<file path="config.mk">
export PLATFORM = sky130hd
export DESIGN_NAME = alu_logic_issue
export DESIGN_NICKNAME = d
export VERILOG_FILES = /design/src/rtl/alu_pkg.sv /design/src/rtl/alu_regfile4.sv /design/src/rtl/alu_logic_issue.sv
export SDC_FILE = /design/constraint.sdc
export NUM_CORES = 1
export LEC_CHECK = 0
export ABC_AREA = 0
export CORE_MARGIN = 4
export CORE_UTILIZATION = 43
export CTS_BUF_LIST = sky130_fd_sc_hd__clkbuf_16
export DETAILED_ROUTE_END_ITERATION = 16
export MAX_ROUTING_LAYER = met4
export PLACE_DENSITY = 0.67
export SLEW_MARGIN = 20
export SYNTH_ARGS = -nofsm -noshare
export SYNTH_HDL_FRONTEND = slang
export SYNTH_SLANG_ARGS = --single-unit
</file>
<file path="constraint.sdc">
create_clock -name clk -period 2 [get_ports clk]
set_input_delay 0.4 -clock clk [delete_from_list [all_inputs] [get_ports clk]]
set_output_delay 0.4 -clock clk [all_outputs]
set_load 0.005 [all_outputs]
</file>
<file path="src/rtl/alu_pkg.sv">
// alu_pkg: shared FSM states, instruction field positions and ALU select codes
package alu_pkg;
    typedef enum logic [2:0] {IDLE, OPER, EXEC, WB, ERR} state_t;
    localparam logic [1:0] LOGIC_CLASS = 2'b01;
    localparam int CLS_LSB = 6;
    localparam int SEL_LSB = 4;
    localparam int RD_LSB = 2;
    localparam int RS_LSB = 0;
    localparam logic [1:0] SEL_AND = 2'b00;
    localparam logic [1:0] SEL_OR = 2'b01;
    localparam logic [1:0] SEL_XOR = 2'b10;
    localparam logic [1:0] SEL_ANDN = 2'b11;
    function automatic logic is_logic(input logic [7:0] instr);
        return instr[CLS_LSB+:2] == LOGIC_CLASS;
    endfunction
endpackage

</file>
<file path="src/rtl/alu_regfile4.sv">
// alu_regfile4: 4-entry register file, one write port (writeback beats load), two operand reads and a debug read
module alu_regfile4 #(
    parameter int WIDTH = 8
) (
    input  logic             clk,
    input  logic             rst,
    input  logic             wb_en,
    input  logic [1:0]       wb_addr,
    input  logic [WIDTH-1:0] wb_data,
    input  logic             ld_en,
    input  logic [1:0]       ld_addr,
    input  logic [WIDTH-1:0] ld_data,
    input  logic [1:0]       ra_addr,
    output logic [WIDTH-1:0] ra_data,
    input  logic [1:0]       rb_addr,
    output logic [WIDTH-1:0] rb_data,
    input  logic [1:0]       dbg_addr,
    output logic [WIDTH-1:0] dbg_data
);
    logic [WIDTH-1:0] mem_q [4];
    logic [WIDTH-1:0] mem_d [4];
    always_comb begin
        for (int i = 0; i < 4; i++)
            mem_d[i] = (wb_en && wb_addr == 2'(i)) ? wb_data :
                       (ld_en && ld_addr == 2'(i)) ? ld_data : mem_q[i];
    end
    always_ff @(posedge clk) begin
        if (rst)
            for (int i = 0; i < 4; i++) mem_q[i] <= '0;
        else
            mem_q <= mem_d;
    end
    assign ra_data = mem_q[ra_addr];
    assign rb_data = mem_q[rb_addr];
    assign dbg_data = mem_q[dbg_addr];
endmodule

</file>
<file path="src/rtl/alu_logic_issue.sv">
// alu_logic_issue: issue/writeback stage driving an external logic ALU from a 4-entry register file
// ports: instr_valid/instr_ready/instr handshake in; alu_a/alu_b/alu_s out, alu_out in;
//        ld_* external register load; dbg_addr/dbg_data debug read; done/illegal pulses; flag_z/flag_n
module alu_logic_issue
    import alu_pkg::*;
#(
    parameter int WIDTH = 8
) (
    input  logic             clk,
    input  logic             rst,
    input  logic             instr_valid,
    output logic             instr_ready,
    input  logic [7:0]       instr,
    output logic [WIDTH-1:0] alu_a,
    output logic [WIDTH-1:0] alu_b,
    output logic [1:0]       alu_s,
    input  logic [WIDTH-1:0] alu_out,
    input  logic             ld_en,
    input  logic [1:0]       ld_addr,
    input  logic [WIDTH-1:0] ld_data,
    input  logic [1:0]       dbg_addr,
    output logic [WIDTH-1:0] dbg_data,
    output logic             done,
    output logic             illegal,
    output logic             flag_z,
    output logic             flag_n
);
    state_t state_q, state_d;
    logic [5:0] instr_q, instr_d;
    logic [WIDTH-1:0] alu_a_q, alu_a_d, alu_b_q, alu_b_d, result_q, result_d;
    logic [1:0] alu_s_q, alu_s_d;
    logic flag_z_q, flag_z_d, flag_n_q, flag_n_d, done_q, done_d, illegal_q, illegal_d;
    logic hs, legal;
    logic [1:0] rd, rs;
    logic [WIDTH-1:0] rf_a, rf_b;
    assign rd = instr_q[RD_LSB+:2];
    assign rs = instr_q[RS_LSB+:2];
    alu_regfile4 #(.WIDTH(WIDTH)) u_rf (
        .clk(clk), .rst(rst),
        .wb_en(state_q == WB), .wb_addr(rd), .wb_data(result_q),
        .ld_en(ld_en), .ld_addr(ld_addr), .ld_data(ld_data),
        .ra_addr(rd), .ra_data(rf_a),
        .rb_addr(rs), .rb_data(rf_b),
        .dbg_addr(dbg_addr), .dbg_data(dbg_data)
    );
    always_comb begin
        legal = is_logic(instr);
        hs = state_q == IDLE && instr_valid;
        state_d = state_q == IDLE ? (instr_valid ? (legal ? OPER : ERR) : IDLE) :
                  state_q == OPER ? EXEC :
                  state_q == EXEC ? WB : IDLE;
        instr_d = hs ? instr[5:0] : instr_q;
        alu_a_d = state_q == OPER ? rf_a : alu_a_q;
        alu_b_d = state_q == OPER ? rf_b : alu_b_q;
        alu_s_d = state_q == OPER ? instr_q[SEL_LSB+:2] : alu_s_q;
        result_d = state_q == EXEC ? alu_out : result_q;
        flag_z_d = state_q == WB ? result_q == '0 : flag_z_q;
        flag_n_d = state_q == WB ? result_q[WIDTH-1] : flag_n_q;
        // pulses are registered so they coincide with the WB / ERR cycles
        done_d = state_q == EXEC;
        illegal_d = hs && !legal;
    end
    always_ff @(posedge clk) begin
        if (rst) begin
            state_q <= IDLE;
            instr_q <= '0;
            alu_a_q <= '0;
            alu_b_q <= '0;
            alu_s_q <= '0;
            result_q <= '0;
            flag_z_q <= 1'b0;
            flag_n_q <= 1'b0;
            done_q <= 1'b0;
            illegal_q <= 1'b0;
        end else begin
            state_q <= state_d;
            instr_q <= instr_d;
            alu_a_q <= alu_a_d;
            alu_b_q <= alu_b_d;
            alu_s_q <= alu_s_d;
            result_q <= result_d;
            flag_z_q <= flag_z_d;
            flag_n_q <= flag_n_d;
            done_q <= done_d;
            illegal_q <= illegal_d;
        end
    end
    assign instr_ready = state_q == IDLE;
    assign alu_a = alu_a_q;
    assign alu_b = alu_b_q;
    assign alu_s = alu_s_q;
    assign flag_z = flag_z_q;
    assign flag_n = flag_n_q;
    assign done = done_q;
    assign illegal = illegal_q;
endmodule

</file>
==> impl_metrics.toml <==
[route]
wire_per_inst_um = 17.3
wl_mm = 8.56
drtAntennaViolNets = 0
routed-via-count = 2789
first_iter_violations = 255
drt-pass1-iter-count = 4
drc = 0
avgViaCountPerCell = 5.65

[synth]
synth_xor_area_share_pct = 0.249
synth_top_cell_area_share_pct = 40.4
synth_top_family_by_area = "multiplexers"
ys.warnings.count = 0
postSynthAreaPerCell_um2 = 10.9
ys_seq_area_share_pct = 40.4
synth_nets = 355
async_flop_share_pct = 0
synth_cell_types = 36
synth_edf_count = 0
syn_inst = 323
yosys-top-cells-area = "dfxtp_1, mux4_2, mux2i_1"
mappedNetlistArea_mm2 = 0.00352
synthMuxAreaShare_pct = 25.0
synth_ff_type = "dfxtp_1"
synth-adder-area-share_pct = 0
synth_area_leader_cell = "dfxtp_1"
synth_seq_cells = 71
synth_compound_area_share_pct = 14.6
synth-simple-area-share_pct = 14.2

[final_layout]
synthToLayoutAreaGrowth_pct = 29.6
regArea_mm2 = 0.00142
n_antenna_cell = 0
layout.nets = 419
fillers = 680
finalNonFillerCells = 494
drive_gt1_share_pct = 20.9
layout_commonest_cell = "dfxtp_1"
final_cell_mix = "dfxtp_1, clkdlybuf4s50_1, nand2_1, mux2i_1"
fin_util_pct = 58.2
multiInputGateArea_mm2 = 0.00191

[flow_run]
max_cap_violations = 0

[clocking]
cts_tree = "yes"
h-tree-depth = 3
root_buffer = "clkbuf_16"
cts_setup_buffers = 0
cts_buffers = 9
hold_buffers = 0
cts.path.max_buffers = 2
cts_num_sinks = 71
path_clk_slew_ps = 60
clk_latency_ps = 330
cts_resized = 18

[timing]
finalSetupViolCount = 0
slew_headroom_pct = 56.6
period_share_pct = 96.9
final_max_slew_viol_count = 0
finalWorstSetupSlack_ps = 61.8
tightest_slew_ps = 650
clock_skew_ps = 8.27
hold_violations = 0
layout_min_cycle_time_ps = 1940
rsz0062_at_grt = "no"
fmax_ghz = 0.516

[critical_path]
worstPathArrival_ps = 1540
crit_type = "input pin to output pin"
worst_setup_path_end_kind = "output pin"
crit_required_ps = 1600
worstSetupStartpointType = "input pin"
crit_fanout = 7

[place]
pre_cts_ws_ps = -399
dp_cells = 478
dpl.hpwl_mm = 6.52
gp_congestion = 0.851
portBuffers = 62

[pwr]
max-vdd-ir-drop_mv = 0.496
internal-power_uw = 2760
powerDensity_mw_per_mm2 = 786
power_frac_comb_pct = 10.8
p_clk_share_pct = 46.6
p_seq_share_pct = 42.6
swShare_pct = 23.0
power_uw = 3590
p_leak_uw = 0.00170
power.switching_uw = 826

[die]
row_count = 32
core_mm2 = 0.00785
die_w_um = 98.5
io_pins = 63
fp.dieH_um = 98.5
initial_core_util_pct = 44.9
die_area_mm2 = 0.00970

[global_routing]
grt_antenna_before_repair = 0
grt_overflow = 0
grt_pass1_vias = 2676
grt_first_pass_wirelength_mm = 13.5
grtUsageTotal_pct = 17.8
grt_max_degree = 22

[run_status]
outcome = "finished, final reports clean"

[worst_hold_path]
hold_class = "flop to flop"
## stage by stage
| step | hold slack [ps] | cell area, um^2 | setup TNS [ps] |
|---|---|---|---|
| after floorplan | 453 | 3520 | 0 |
| after global placement | 457 | 4260 | -3040 |
| after detailed placement | 451 | 4260 | -4160 |
| after CTS | 469 | 4560 | 0 |
| after global routing | 487 | 4570 | 0 |
| final | 466 | 4570 | 0 |
## layout make-up
class,instances,area share (%)
clock buffers,9,4.93
flip-flops and latches,71,31.1
inverters,2,0.164
repair buffers,83,17.2
well taps,102,2.80
multi-input cells,220,41.9
clock inverters,7,1.92
## final timing paths
| path | start | end | slack (ps) | cells after the start |
|---|---|---|---|---|
| worst max-delay path | dbg_addr[1] | dbg_data[1] | 60 | 4 |
| worst max register to register | state_q[0]$_SDFF_PP0_ | alu_a[6]$_SDFFE_PP0P_ | 240 | 3 |
| worst min-delay path | flag_z$_SDFFE_PP0N_ | flag_z$_SDFFE_PP0N_ | 470 | 2 |
| worst min register to register | flag_z$_SDFFE_PP0N_ | flag_z$_SDFFE_PP0N_ | 470 | 2 |
## state kept, by name, indices dropped and copies added (netlist names)
signal and count:
illegal 1, instr_q 6, result_q 8, u_rf.mem_q 32, flag_n 1, alu_a 8, alu_b 8, done 1
flag_z 1, alu_s 2, state_q 3
## per-layer routing
layer | routed length (um) | vias to the layer above | GRT usage, % | part of all wire, %
li1 | - | 1371 | - | -
met1 | 3840 | 1326 | 23.6 | 45
met2 | 4090 | 85 | 27.8 | 48
met3 | 549 | 7 | 3.82 | 6.4
met4 | 80 | 0 | 4.83 | 0.93
met5 | 0 | - | - | 0
## synthesized netlist by cell type (all sizes together), types with 5 or more instances
cell    number
clkbuf       9
a21oi       19
a311oi      16
o31ai       16
nor2        18
a22o        16
nor3        18
nand2       35
dfxtp       71
buf         21
mux2i       32
nor3b        5
mux4        24
## critical path, cell delays in order
cell and delay [ps]:
dlygate4sd2_1 240, buf_12 140, mux4_2 490, dlygate4sd2_1 280
## power by group through the flow
stage | Combinational, uW | Clock (uW) | Sequential [uW]
detailed placement | 391 | 0 | 1560
global placement | 384 | 0 | 1560
finish | 387 | 1670 | 1530
global route | 418 | 1740 | 1540
CTS | 387 | 1690 | 1530
floorplan | 265 | 0 | 1520
## logic make-up after synthesis
group | count (synthesis)
flops | 71
simple gates | 96
compound gates | 67
buf+inv | 32
mux | 56
xor+xnor | 1
Power figures use the tool's default switching activity.
